==> src/rtl/reservation_station_pkg.sv <==
// Shared types and width defaults for the reservation station.
package reservation_station_pkg;

  localparam int unsigned RS_DW    = 16;
  localparam int unsigned RS_TAG_W = 4;
  localparam int unsigned RS_OPC_W = 4;

  typedef struct packed {
    logic                rdy;
    logic [RS_DW-1:0]    value;
    logic [RS_TAG_W-1:0] owner;
  } rs_operand_t;

  typedef struct packed {
    logic                valid;
    logic [RS_OPC_W-1:0] opcode;
    logic [RS_TAG_W-1:0] tag;
    rs_operand_t         a;
    rs_operand_t         b;
  } rs_entry_t;

endpackage

==> src/rtl/rs_operand_wakeup.sv <==
// Per-operand CDB snoop: captures the broadcast value when the owner tag matches.
module rs_operand_wakeup
  import reservation_station_pkg::*;
(
  input  logic                i_valid,
  input  rs_operand_t         i_op,
  input  logic                i_cdb_valid,
  input  logic [RS_TAG_W-1:0] i_cdb_tag,
  input  logic [RS_DW-1:0]    i_cdb_value,
  output rs_operand_t         o_op_c
);

  logic w_hit;

  assign w_hit = i_valid && !i_op.rdy && i_cdb_valid && (i_op.owner == i_cdb_tag);

  // Mark the operand ready and take the broadcast value on a tag hit
  always_comb begin
    o_op_c = i_op;
    if (w_hit) begin
      o_op_c.rdy   = 1'b1;
      o_op_c.value = i_cdb_value;
    end
  end

endmodule

==> src/rtl/reservation_station.sv <==
// Collapsing-queue reservation station: dispatch, CDB wakeup, oldest-ready issue.
// Optional build macro RS_PERF_CNT_EN adds the saturating wait-cycle counter.
module reservation_station
  import reservation_station_pkg::*;
#(
  parameter int unsigned DEPTH = 4,
  parameter int unsigned DW    = RS_DW,
  parameter int unsigned TAG_W = RS_TAG_W
) (
  input  logic                clk,
  input  logic                rst_n,
  input  logic                flush,
  input  logic                in_valid,
  input  logic [3:0]          in_opcode,
  input  logic [TAG_W-1:0]    in_tag,
  input  logic                in_a_valid,
  input  logic                in_b_valid,
  input  logic [DW-1:0]       in_a_value,
  input  logic [DW-1:0]       in_b_value,
  input  logic [TAG_W-1:0]    in_a_owner,
  input  logic [TAG_W-1:0]    in_b_owner,
  output logic                full,
  input  logic                cdb_valid,
  input  logic [TAG_W-1:0]    cdb_tag,
  input  logic [DW-1:0]       cdb_value,
  output logic                out_valid,
  input  logic                out_ready,
  output logic [3:0]          out_opcode,
  output logic [TAG_W-1:0]    out_tag,
  output logic [DW-1:0]       out_a,
  output logic [DW-1:0]       out_b,
  output logic [15:0]         perf_wait_cycles
);

  localparam int unsigned CNT_W = $clog2(DEPTH + 1);
  localparam int unsigned IDX_W = $clog2(DEPTH);

  rs_entry_t        r_q [DEPTH];
  logic [CNT_W-1:0] r_count;

  rs_entry_t        w_up  [DEPTH];
  rs_entry_t        w_pre [DEPTH];
  rs_entry_t        w_nxt [DEPTH];
  rs_operand_t      w_a_nxt [DEPTH];
  rs_operand_t      w_b_nxt [DEPTH];
  rs_entry_t        w_new;
  logic [IDX_W-1:0] w_sel;
  logic             w_any;
  logic             w_hs;
  logic             w_disp;
  logic [CNT_W-1:0] w_cnt_post;

  assign full      = (r_count == CNT_W'(DEPTH));
  assign out_valid = w_any;
  assign w_hs      = w_any && out_ready;
  assign w_disp    = in_valid && !full;

  // Oldest entry with both operands ready
  always_comb begin
    w_sel = '0;
    w_any = 1'b0;
    for (int i = DEPTH - 1; i >= 0; i--) begin
      if (r_q[i].valid && r_q[i].a.rdy && r_q[i].b.rdy) begin
        w_any = 1'b1;
        w_sel = IDX_W'(i);
      end
    end
  end

  assign out_opcode = r_q[w_sel].opcode;
  assign out_tag    = TAG_W'(r_q[w_sel].tag);
  assign out_a      = DW'(r_q[w_sel].a.value);
  assign out_b      = DW'(r_q[w_sel].b.value);

  // Incoming entry as written by the instruction buffer
  always_comb begin
    w_new         = '0;
    w_new.valid   = 1'b1;
    w_new.opcode  = in_opcode;
    w_new.tag     = RS_TAG_W'(in_tag);
    w_new.a.rdy   = in_a_valid;
    w_new.a.value = RS_DW'(in_a_value);
    w_new.a.owner = RS_TAG_W'(in_a_owner);
    w_new.b.rdy   = in_b_valid;
    w_new.b.value = RS_DW'(in_b_value);
    w_new.b.owner = RS_TAG_W'(in_b_owner);
  end

  // Collapse over the issued slot, then append the dispatch at the new tail
  always_comb begin
    for (int i = 0; i < DEPTH - 1; i++) w_up[i] = r_q[i + 1];
    w_up[DEPTH-1] = '0;
    w_cnt_post = r_count - CNT_W'(w_hs);
    for (int i = 0; i < DEPTH; i++) begin
      w_pre[i] = (w_hs && (IDX_W'(i) >= w_sel)) ? w_up[i] : r_q[i];
      if (w_disp && (CNT_W'(i) == w_cnt_post)) w_pre[i] = w_new;
    end
  end

  // Wakeup sees post-shift positions, including the entry being dispatched
  for (genvar g = 0; g < DEPTH; g++) begin : g_wake
    rs_operand_wakeup u_wake_a (
      .i_valid     (w_pre[g].valid),
      .i_op        (w_pre[g].a),
      .i_cdb_valid (cdb_valid),
      .i_cdb_tag   (RS_TAG_W'(cdb_tag)),
      .i_cdb_value (RS_DW'(cdb_value)),
      .o_op_c      (w_a_nxt[g])
    );
    rs_operand_wakeup u_wake_b (
      .i_valid     (w_pre[g].valid),
      .i_op        (w_pre[g].b),
      .i_cdb_valid (cdb_valid),
      .i_cdb_tag   (RS_TAG_W'(cdb_tag)),
      .i_cdb_value (RS_DW'(cdb_value)),
      .o_op_c      (w_b_nxt[g])
    );
    always_comb begin
      w_nxt[g]   = w_pre[g];
      w_nxt[g].a = w_a_nxt[g];
      w_nxt[g].b = w_b_nxt[g];
    end
  end

  // Queue state; flush empties everything and overrides all other activity
  always_ff @(posedge clk or negedge rst_n) begin
    if (!rst_n) begin
      r_count <= '0;
      for (int i = 0; i < DEPTH; i++) r_q[i] <= '0;
    end else if (flush) begin
      r_count <= '0;
      for (int i = 0; i < DEPTH; i++) r_q[i] <= '0;
    end else begin
      r_count <= w_cnt_post + CNT_W'(w_disp);
      for (int i = 0; i < DEPTH; i++) r_q[i] <= w_nxt[i];
    end
  end

`ifdef RS_PERF_CNT_EN
  logic [15:0] r_perf;

  // Count occupied cycles without an issue, saturating
  always_ff @(posedge clk or negedge rst_n) begin
    if (!rst_n) begin
      r_perf <= '0;
    end else if (flush) begin
      r_perf <= '0;
    end else if ((r_count != '0) && !w_hs && (r_perf != 16'hFFFF)) begin
      r_perf <= r_perf + 16'd1;
    end
  end

  assign perf_wait_cycles = r_perf;
`else
  assign perf_wait_cycles = 16'd0;
`endif

endmodule

==> config.mk <==
export PLATFORM = sky130hd
export DESIGN_NAME = reservation_station
export DESIGN_NICKNAME = d
export VERILOG_FILES = /design/src/rtl/reservation_station_pkg.sv /design/src/rtl/rs_operand_wakeup.sv /design/src/rtl/reservation_station.sv
export SDC_FILE = /design/constraint.sdc
export NUM_CORES = 1
export LEC_CHECK = 0
export BUFFER_PORTS_ARGS = -buffer_cell sky130_fd_sc_hd__buf_4
export CORE_ASPECT_RATIO = 0.5
export CORE_MARGIN = 2
export CORE_UTILIZATION = 38
export CTS_CLUSTER_DIAMETER = 120
export DETAILED_ROUTE_END_ITERATION = 8
export SKIP_CTS_REPAIR_TIMING = 1
export SLEW_MARGIN = 20
export SYNTH_ARGS = -nofsm -noshare
export SYNTH_HDL_FRONTEND = slang
export SYNTH_HIERARCHICAL = 1
export SYNTH_SLANG_ARGS = --single-unit
==> constraint.sdc <==
create_clock -name clk -period 4.82 [get_ports clk]
set_clock_uncertainty 0.1 [all_clocks]
set_input_delay 1.205 -clock clk [delete_from_list [all_inputs] [get_ports clk]]
set_output_delay 1.205 -clock clk [all_outputs]
set_load 0.01 [all_outputs]
-- Word level (Yosys, flattened, before mapping)
Cells that the tools add are included.
W data, S select, Z words.
- output and inout bits: 58
- bits in registers: 207
- bits of input ports: 76
- eq/ne operators: 12
- bitwise gates (word level): 1
- mux-type cells: 29
- reductions and logical operators: 64
- add/sub/neg operators: 2
- $lt $le $gt $ge: 5
- operators by type and width (kind ; number):
    $mux W51 ; 8
    $mux W204 ; 1
    $mux W17 ; 8
    $bmux W51 S2 ; 1
    $mux W50 ; 2
    $logic_and A1 B1 Y1 ; 42
    $eq A4 B4 Y1 ; 8
    $reduce_bool A4 Y1 ; 8
    $reduce_bool A3 Y1 ; 4
    $logic_not A1 Y1 ; 9
    $mux W2 ; 4
    $eq A2 B3 Y1 const A ; 2
    $ge A1 B2 Y1 const A ; 2
    $ge A2 B2 Y1 const A ; 2
    $mux W1 ; 4
    $add A3 B1 Y3 ; 1
    $eq A1 B3 Y1 const A ; 1
    $eq A3 B3 Y1 const B ; 1
    $ge A3 B3 Y1 const B ; 1
    $logic_not A3 Y1 ; 1
    $mux W3 ; 1
    $not A2 Y3 ; 1
    $sub A3 B1 Y3 ; 1

-- Depth between registers and ports, before layout
Gate-level depths: netlist of the first run.
- depth in word-level cells: 17
- depth in mapped cells: 17
- mapped depth without buffers: 13

-- Modules after synthesis
The synthesis of the first run kept the hierarchy.
- modules (own cells, without submodules) (module ; times used ; cells each ; seq. area each (µm²) ; area an instance (µm²)):
    reservation_station ; 1 ; 1355 ; 5180.0 ; 11300.8
    rs_operand_wakeup ; 8 ; 29 ; 0.0 ; 332.8

-- Least setup slack after synthesis of the first run
No wires, ideal clock.
- path type: input port to flip-flop
- start: input out_ready
- end: register, netlist name r_q[83]
- path buffers: 4
- data arrival time: 4.273 ns
- setup slack: 0.315 ns
- cell stages on the path: 17
- required time: 4.588 ns
- path through: inv_1 a41oi_1 ha_1 ha_1 or2_0 clkbuf_1 a2111o_1 clkbuf_1 clkbuf_1 nor2_1 a31oi_1 xor2_1 nor3_2 nand4_4 buf_6 mux2_4 nor2b_1
- RTL lines (element ; RTL line ; RTL):
    start, declared ; reservation_station.sv:27 ; input logic out_ready,

==> flow_summary.yaml, run 1 <==
sta:
  rsz0062_at_grt: "false"
  max_slew.worst_pin.slew_ns: 0.968
  fin_hold_ws_ns: 0.452
  min_period_over_period_pct: 94.5
  slew_violations: 0
  hold_violations: 0
  period_minus_slack_ns: 4.56
  setup_slack_ns: 0.265
  fmax_ghz: 0.220
  slew_headroom_pct: 35.2
  finalSetupViolations: 0
run_status:
  run_status: "complete, no violations"
routing:
  drtPass1Iterations: 5
  drt_iter0_drc: 1092
  vias: 11700
  final_antenna_net_count: 0
  drc_errors: 0
  vias_per_cell: 5.53
  wirelength_mm: 45.0
  wl_per_cell_um: 21.2
synth:
  yosysMostFrequentCell: "nand2_1"
  yosysWarningCount: 6
  ys_ff_latch: 207
  syn_area_per_cell_um2: 8.80
  synth_top_area_share_pct: 37.1
  synthAdderAreaFrac_pct: 0.269
  synth_mux_area_share_pct: 15.4
  synth-edff-count: 0
  synth_top_family_by_area: "simple AND/OR/NAND/NOR gates"
  ys.flop_type: "dfrtp_1"
  synth_seq_area_share_pct: 37.1
  synthTopCellsByCount: "342 x nand2_1, 207 x dfrtp_1, 170 x nor2b_1"
  synthSimpleGateAreaFrac_pct: 23.9
  netlist_area_um2: 14000
  synthDistinctLibCells: 45
  yosys.area_share.xor_xnor_pct: 2.20
  netlist_instances: 1587
  async_flop_share_pct: 100
  synth_compound_area_share_pct: 14.3
  ys_top_cells_by_area: "dfrtp_1 37%, nand2_1 9.2%, mux2_4 7.7%"
  yosysTopAreaCell: "dfrtp_1"
grt:
  grt_pass1_vias: 11400
  antenna_found_initial: 1
  grt_pass1_wl_mm: 68.8
  grt.total_usage_pct: 23.1
  grt_max_degree: 103
  overflow: 0
cells_and_area:
  drive_above_1_share_pct: 22.2
  stdcell_area_um2: 15900
  syn_to_final_growth_pct: 14.2
  final_util_pct: 44.2
  final_nets: 1708
min_path:
  min_delay_path_depth: 2
  min_path_type: "flop to flop"
  hold_start: "r_q[200]"
  min_to: "r_q[200]"
setup_path:
  cp_common_cell: "ha_1"
  cp_data_required_time_ns: 5.12
  critical_path_class: "flop to flop"
  worst_setup_path_end_kind: "flop"
  worstPathCellList: "nand3_1, a41oi_1, ha_1, ha_1, o211ai_1, a2111oi_4, nor2_4, a22o_1, xor2_1, nor3_2, nand4_4, buf_12, mux2_4, nor2b_1"
  rr_startpoint: "r_q[71]"
  path_max_fanout: 24
  slowest_stage: "a2111oi_4"
  r2r_end: "r_q[19]"
  crit_arrival_ns: 4.85
  cpPeakStageDelay_ns: 0.58
  rrSetupSlack_ns: 0.26
  rr_worst_depth: 14
  startpoint_type: "flop"
clock_network:
  cts_tree: "built"
  clk_path_buf_depth: 3
  h-tree-depth: 1
  clk_pin_slew_ns: 0.07
  numCtsBuffers: 23
  insertion_delay_ns: 0.54
  root_buffer: "clkbuf_16"
  cts_sinks: 207
power_and_ir_drop:
  p_int_uw: 3210
  power.leakage_uw: 0.00737
  peakVddDrop_mv: 0.194
  clkPwrFrac_pct: 36.9
  pwr_density_cell_nw_per_um2: 284
  p_sw_uw: 1320
  swShare_pct: 29.1
  power_frac_seq_pct: 42.3
  finalPower_uw: 4530
  comb_power_share_pct: 20.7
die:
  die_w_um: 275
  die_h_um: 140
  start_util_pct: 38.7
  die_area_um2: 38400
  io_pins: 134
  rows: 49
  coreArea_um2: 36000
placed_design:
  gp_congestion: 0.822
  dp_slack_ns: -0.192
  dpl_cell_area_um2: 15300
  portBuffers: 117
  hpwl_mm: 28.4
job:
  maxCapViolations: 0
registers in the layout, indices dropped and copies added, names as in the netlist:
register and cells:
r_q 204, r_count 3
cell usage in the layout, fill, tap and decap left out, types with 5 or more instances in the layout:
master	count
a22o_1	42
a311oi_1	24
a31oi_1	124
and3_1	5
buf_12	11
buf_4	162
clkbuf_1	8
clkbuf_16	23
conb_1	16
dfrtp_1	207
inv_1	6
mux2_2	56
mux2_4	72
mux2i_1	44
nand2_1	341
nand2b_1	9
nand3_1	14
nand3b_1	8
nand4_4	8
nor2_1	113
nor2b_1	170
nor3_2	9
o21ai_0	51
o22ai_1	39
or2b_1	8
xnor2_1	26
xor2_1	9
final cells by class:
cell class | instances | area, um^2
Antenna cell | 1 | 2.50
Clock inverter | 3 | 15.0
Fill cell | 3539 | 20100
Multi-Input combinational cell | 1215 | 8000
Tap cell | 484 | 606
Clock buffer | 34 | 647
Timing Repair Buffer | 176 | 1470
Inverter | 6 | 22.5
Sequential cell | 207 | 5180
metal layers:
layer  track usage, %  up-vias  routed length [um]
met5                0        -                   0
met4             6.09        0                1010
met3             4.30       62                3020
met2             37.2      419               20600
met1             32.0     5772               20300
li1                 -     5494                   -
critical path: cells and delay by family (launching register included):
family	cells	cell delay, ns
adders and majority gates	2	0.44
muxes	1	0.30
AOI/OAI and AO/OA	4	1.71
DFF	1	0.43
and+or+nand+nor	5	1.05
xor gates and xnor gates	1	0.16
buffers and inverters	1	0.19
cells by family (layout without fill, tap and decap cells):
family,Yosys count,count (layout)
AO/OA/AOI/OAI,296,296
XOR/XNOR,35,35
adder cells (fa/ha/maj),3,3
buffers and inverters,180,219
flip-flops,207,207
multiplexers,172,172
other,1,17
AND/OR/NAND/NOR,693,693
through the flow:
step	TNS [ns]	instances
4_1_cts	0	2124
5_1_grt	0	2125
6_report	0	2126
3_3_place_gp	-0.264	2087
3_5_place_dp	-8.91	2087
2_1_floorplan	0	1602
power groups by stage:
stage	Combinational (uW)	Sequential, uW	Clock [uW]
3_5_place_dp	934	1950	0
2_1_floorplan	654	1930	0
3_3_place_gp	925	1950	0
5_1_grt	1030	1930	1750
6_report	940	1920	1670
4_1_cts	938	1920	1690
worst max-delay path by stage:
stage / startpoint / to / slack [ns] / cells past startpoint
6_report: r_q[71] / r_q[19] / 0.26 / 14
5_1_grt: r_q[20] / r_q[38] / 0.06 / 14
4_1_cts: r_q[20] / r_q[15] / 0.31 / 14
3_5_place_dp: out_ready / r_q[19] / -0.19 / 15
3_3_place_gp: out_ready / r_q[35] / -0.03 / 15
2_1_floorplan: out_ready / r_q[83] / 0.31 / 17
No activity file was read; power rests on OpenSTA's default activity.
==> run 2, diff against run 1 <==
Settings changed: CORE_ASPECT_RATIO 0.5 to unset, PLACE_DENSITY set to 0.62.
==> run 2 against run 1 <==
Utilization down 0.059 points. Critical path depth fell by 8. Hold slack got worse by 0.0017 ns. Worst setup slack improved by 0.24 ns. Sequential share of layout area shrank 0.30 points. Count of clock-buffer cells in the layout down 1. Sequential power about the same. Die area down 0.24%. Global-route usage is 0.14 points higher. Register-to-register slack improved by 0.36 ns. Final cell count down 0.42%. Total power increased by 7.3%. Largest power group is now the clock network. Highest routed layer is now met5.
==> flow_summary.yaml, run 2 (synthesis results as in run 1) <==
run_status:
  run_status: "complete, no violations"
grt:
  antenna_found_initial: 2
  grt_max_degree: 122
  grt_pass1_wl_mm: 69.9
  grt_pass1_vias: 11700
  grt.total_usage_pct: 23.3
  overflow: 0
die:
  die_h_um: 196
  io_pins: 134
  die_w_um: 196
  rows: 70
  coreArea_um2: 36400
  die_area_um2: 38300
  start_util_pct: 38.3
setup_path:
  slowest_stage: "nor3_2"
  critical_path_class: "flop to output pin"
  cp_common_cell: "buf_4"
  crit_arrival_ns: 3.01
  path_max_fanout: 19
  rr_startpoint: "r_q[143]"
  rrSetupSlack_ns: 0.62
  cpPeakStageDelay_ns: 0.60
  worstSetupStartpoint: "r_q[41]"
  startpoint_type: "flop"
  worst_setup_path_end_kind: "output pin"
  cp_data_required_time_ns: 3.51
  worstPathCellList: "nand3_1, and2_1, nor3_2, buf_4, a31oi_1, buf_4"
routing:
  vias_per_cell: 5.66
  wirelength_mm: 45.3
  drc_errors: 0
  drtPass1Iterations: 6
  drt_iter0_drc: 1008
  wl_per_cell_um: 21.4
  final_antenna_net_count: 0
  vias: 12000
sta:
  slew_violations: 0
  rsz0062_at_grt: "false"
  fmax_ghz: 0.232
  period_minus_slack_ns: 4.32
  min_period_over_period_pct: 89.6
  finalSetupViolations: 0
  setup_slack_ns: 0.502
  tns_ns: 0
  slew_headroom_pct: 26.3
  hold_violations: 0
  max_slew.worst_pin.slew_ns: 1.10
cells_and_area:
  syn_to_final_growth_pct: 15.3
  largest_reg_flops: 204
  seq_area_um2: 5180
  nFillCells: 3565
  top_regs: "r_q: 204 flops, r_count: 3 flops"
  stdcell_count: 2117
  final_cell_mix: "341 x nand2_1, 207 x dfrtp_1, 170 x nor2b_1"
  drive_above_1_share_pct: 22.8
  largest-register: "r_q"
  final_nets: 1710
  multi_input_area_um2: 8000
  layout_commonest_cell: "nand2_1"
power_and_ir_drop:
  power_frac_seq_pct: 39.5
  power.leakage_uw: 0.00745
  p_sw_uw: 1360
  pwr_density_cell_nw_per_um2: 302
  p_int_uw: 3510
  swShare_pct: 27.9
  peakVddDrop_mv: 0.215
  finalPower_uw: 4860
  clkPwrFrac_pct: 41.1
  comb_power_share_pct: 19.4
clock_network:
  insertion_delay_ns: 0.54
  cts_sinks: 207
  h-tree-depth: 1
  numCtsBuffers: 25
  clk_path_buf_depth: 3
  clk_pin_slew_ns: 0.06
  root_buffer: "clkbuf_16"
  cts_tree: "built"
min_path:
  hold_start: "r_q[198]"
  min_path_type: "flop to flop"
placed_design:
  placedCellCount: 2072
  gp_congestion: 0.846
  dp_slack_ns: 0.107
  portBuffers: 117
  hpwl_mm: 29.7
job:
  maxCapViolations: 0
[run 2: changes by cell type in the layout (fill, tap and decap cells not counted), sizes merged]
cell,change
bufinv,+4
clkbuf,-1
clkinv,+2
clkinvlp,+1
inv,+1
[run 2: cell type report]
type / instances / area share (%)
multi-input combinational: 1215 / 49.7
clock buffer: 33 / 4.26
antenna: 1 / 0.0155
timing repair buffer: 176 / 9.05
inverter: 6 / 0.140
sequential: 207 / 32.2
tap: 468 / 3.64
clock inverter: 11 / 1.00
[run 2: per-layer routing]
metal,part of all wire (%),track usage (%),vias to the layer above
met1,43,31.7,5895
li1,-,-,5511
met3,7.0,3.37,83
met4,2.7,6.71,2
met5,0.035,0,-
met2,47,38.6,491
[run 2: final timing paths]
check / endpoint / depth (start not counted)
min reg2reg: r_q[198] / 2
max: out_b[8] / 6
max in group asynchronous: r_q[134] / 2
min: r_q[198] / 2
max reg2reg: r_q[11] / 13
min in group asynchronous: r_q[199] / 1
[run 2: metrics by stage]
step / hold slack, ns / instance area (um^2) / util (%)
2_1_floorplan: 0.424 / 14000 / -
5_1_grt: 0.478 / 16100 / 44.2
3_5_place_dp: 0.446 / 15200 / 41.8
6_report: 0.450 / 16100 / 44.2
3_3_place_gp: 0.440 / 15200 / 41.8
4_1_cts: 0.456 / 16100 / 44.2
[run 2: critical path: cells and delay by family, from the launching register on]
family	cells	cell delay [ns]
buffers and inverters	2	0.64
DFF	1	0.39
and+or+nand+nor	3	1.20
AOI/OAI and AO/OA	1	0.24
[run 2: power groups by stage]
stage	clock network, uW	registers, uW	logic [uW]
floorplan	0	1930	654
global placement	0	1940	922
detailed placement	0	1950	939
CTS	2030	1920	944
global route	2100	1930	1030
finish	2000	1920	944
==> run 3, diff against run 2 <==
Settings changed: PLACE_DENSITY 0.62 to 0.64.
Clock period 4.82 ns to 3.6 ns, I/O delays scaled along.
==> run 3 against run 2 <==
Non-clock buffer count grew 72. Final cell count rose by 3.7%. Hold slack got worse by 0.17 ns. Die area is the same. Wire length rose by 3.5%. Sequential power is 34% higher. Critical path depth up 9. Largest power group unchanged. Register-to-register slack lost 0.59 ns. Via count up 4.6%.
==> flow_summary.yaml, run 3 (synthesis results as in run 1) <==
clock_network:
  root_buffer: "clkbuf_16"
  cts_sinks: 207
  h-tree-depth: 1
  clk_pin_slew_ns: 0.06
  numCtsBuffers: 27
  insertion_delay_ns: 0.55
  cts_tree: "built"
  clk_path_buf_depth: 3
grt:
  overflow: 0
  grt.total_usage_pct: 24.0
  antenna_found_initial: 3
  grt_pass1_vias: 12300
  grt_max_degree: 71
  grt_pass1_wl_mm: 72.2
setup_path:
  cpPeakStageDelay_ns: 0.39
  slowest_stage: "dfrtp_1"
  startpoint_type: "flop"
  path_buf_inv: 2
  critical_path_class: "flop to flop"
  cp_common_cell: "ha_4"
  crit_arrival_ns: 3.89
  cp_data_required_time_ns: 3.93
  cp_top_family: "simple AND/OR/NAND/NOR gates"
  worst_setup_path_end_kind: "flop"
  worstPathCellList: "nand3_2, a41oi_4, ha_4, ha_4, or2_4, a2111oi_4, buf_4, nor2_4, a22o_1, xor2_1, nor3_2, nand4_4, clkbuf_16, mux2_4, nor2b_4"
  path_max_fanout: 8
sta:
  tns_ns: 0
  period_minus_slack_ns: 3.57
  finalSetupViolations: 0
  hold_violations: 0
  fin_hold_ws_ns: 0.283
  slew_headroom_pct: 57.7
  rsz0062_at_grt: "true"
  max_slew.worst_pin.slew_ns: 0.634
  slew_violations: 0
  setup_slack_ns: 0.0313
  min_period_over_period_pct: 99.1
  fmax_ghz: 0.280
cells_and_area:
  nFillCells: 3431
  layout_commonest_cell: "nand2_1"
  final_nets: 1784
  largest_reg_flops: 204
  final_cell_mix: "341 x nand2_1, 217 x buf_4, 207 x dfrtp_1"
  largest-register: "r_q"
  top_regs: "r_q: 204 flops, r_count: 3 flops"
  stdcell_area_um2: 17200
  drive_above_1_share_pct: 28.9
  syn_to_final_growth_pct: 23.5
job:
  maxCapViolations: 0
routing:
  drt_iter0_drc: 1213
  wirelength_mm: 46.9
  final_antenna_net_count: 0
  drc_errors: 0
  vias: 12500
  drtPass1Iterations: 6
  vias_per_cell: 5.71
  wl_per_cell_um: 21.4
power_and_ir_drop:
  peakVddDrop_mv: 0.412
  finalPower_uw: 6700
  power.leakage_uw: 0.00798
  pwr_density_cell_nw_per_um2: 389
placed_design:
  dp_slack_ns: -0.515
  portBuffers: 117
  hpwl_mm: 31.5
  dpl_cell_area_um2: 16000
  gp_congestion: 0.896
die:
  rows: 70
  coreArea_um2: 36400
  die_h_um: 196
  start_util_pct: 38.3
  die_area_um2: 38300
  die_w_um: 196
  io_pins: 134
min_path:
  min_path_type: "input port to asynchronous set/reset pin"
run_status:
  run_status: "complete, no violations"
==> run 3: cell count changes in the layout (fill, tap and decap cells not counted), moves of 7 or more <==
cell     previous run  this run
a31oi_1           124       109
a31oi_2             0        11
buf_12             10        19
buf_4             164       217
buf_6               1         9
nor2b_1           170       162
nor2b_4             0         7
xnor2_1            26        18
xnor2_2             0         8
==> run 3: worst register-to-register path, cell delays in order (launching register included) <==
cell and delay, ns:
dfrtp_1 0.39, nand3_2 0.14, a41oi_4 0.15, ha_4 0.19
ha_4 0.16, or2_4 0.25, a2111oi_4 0.36, buf_4 0.20
nor2_4 0.07, a22o_1 0.22, xor2_1 0.16, nor3_2 0.25
nand4_4 0.19, clkbuf_16 0.21, mux2_4 0.29, nor2b_4 0.12
==> run 3: report_power, final <==
| group | internal, uW | total (uW) | leakage [uW] | switching [uW] |
|---|---|---|---|---|
| Clock | 1680 | 2760 | 0.000451 | 1080 |
| Combinational | 669 | 1370 | 0.00470 | 703 |
| Sequential | 2470 | 2570 | 0.00283 | 99.3 |
==> run 3: final timing paths <==
check	startpoint	to	slack (ns)	cells past startpoint
worst max-delay path	r_q[92]	r_q[12]	0.03	15
worst min-delay path	rst_n	r_q[97]	0.28	1
min in group clk	r_q[195]	r_q[195]	0.46	2
worst min register to register	r_q[195]	r_q[195]	0.46	2
max in group asynchronous	rst_n	r_q[81]	2.24	2
worst max register to register	r_q[92]	r_q[12]	0.03	15
==> run 3: routing by layer <==
layer / routed length [um] / track usage [%] / part of all wire (%)
met5: 27 / 0 / 0.058
met4: 1200 / 6.65 / 2.6
met3: 3580 / 4.09 / 7.6
met1: 20300 / 32.7 / 43
met2: 21800 / 39.6 / 46
==> run 3: stage by stage <==
| step | std cells | utilization [%] |
|---|---|---|
| floorplan | 1602 | - |
| global placement | 2135 | 44.0 |
| finish | 2195 | 47.3 |
| detailed placement | 2135 | 44.0 |
| global route | 2194 | 47.3 |
| CTS | 2185 | 46.4 |
==> run 3: cell type report <==
cell class                 instances  area, um^2  area share (%)
multi-input combinational       1215        8360            48.5
sequential                       207        5180            30.0
timing repair buffer             248        2170            12.6
clock buffer                      42         812            4.71
tap                              468         586            3.40
clock inverter                     8        93.8           0.544
inverter                           6        35.0           0.203
antenna                            1        2.50          0.0145
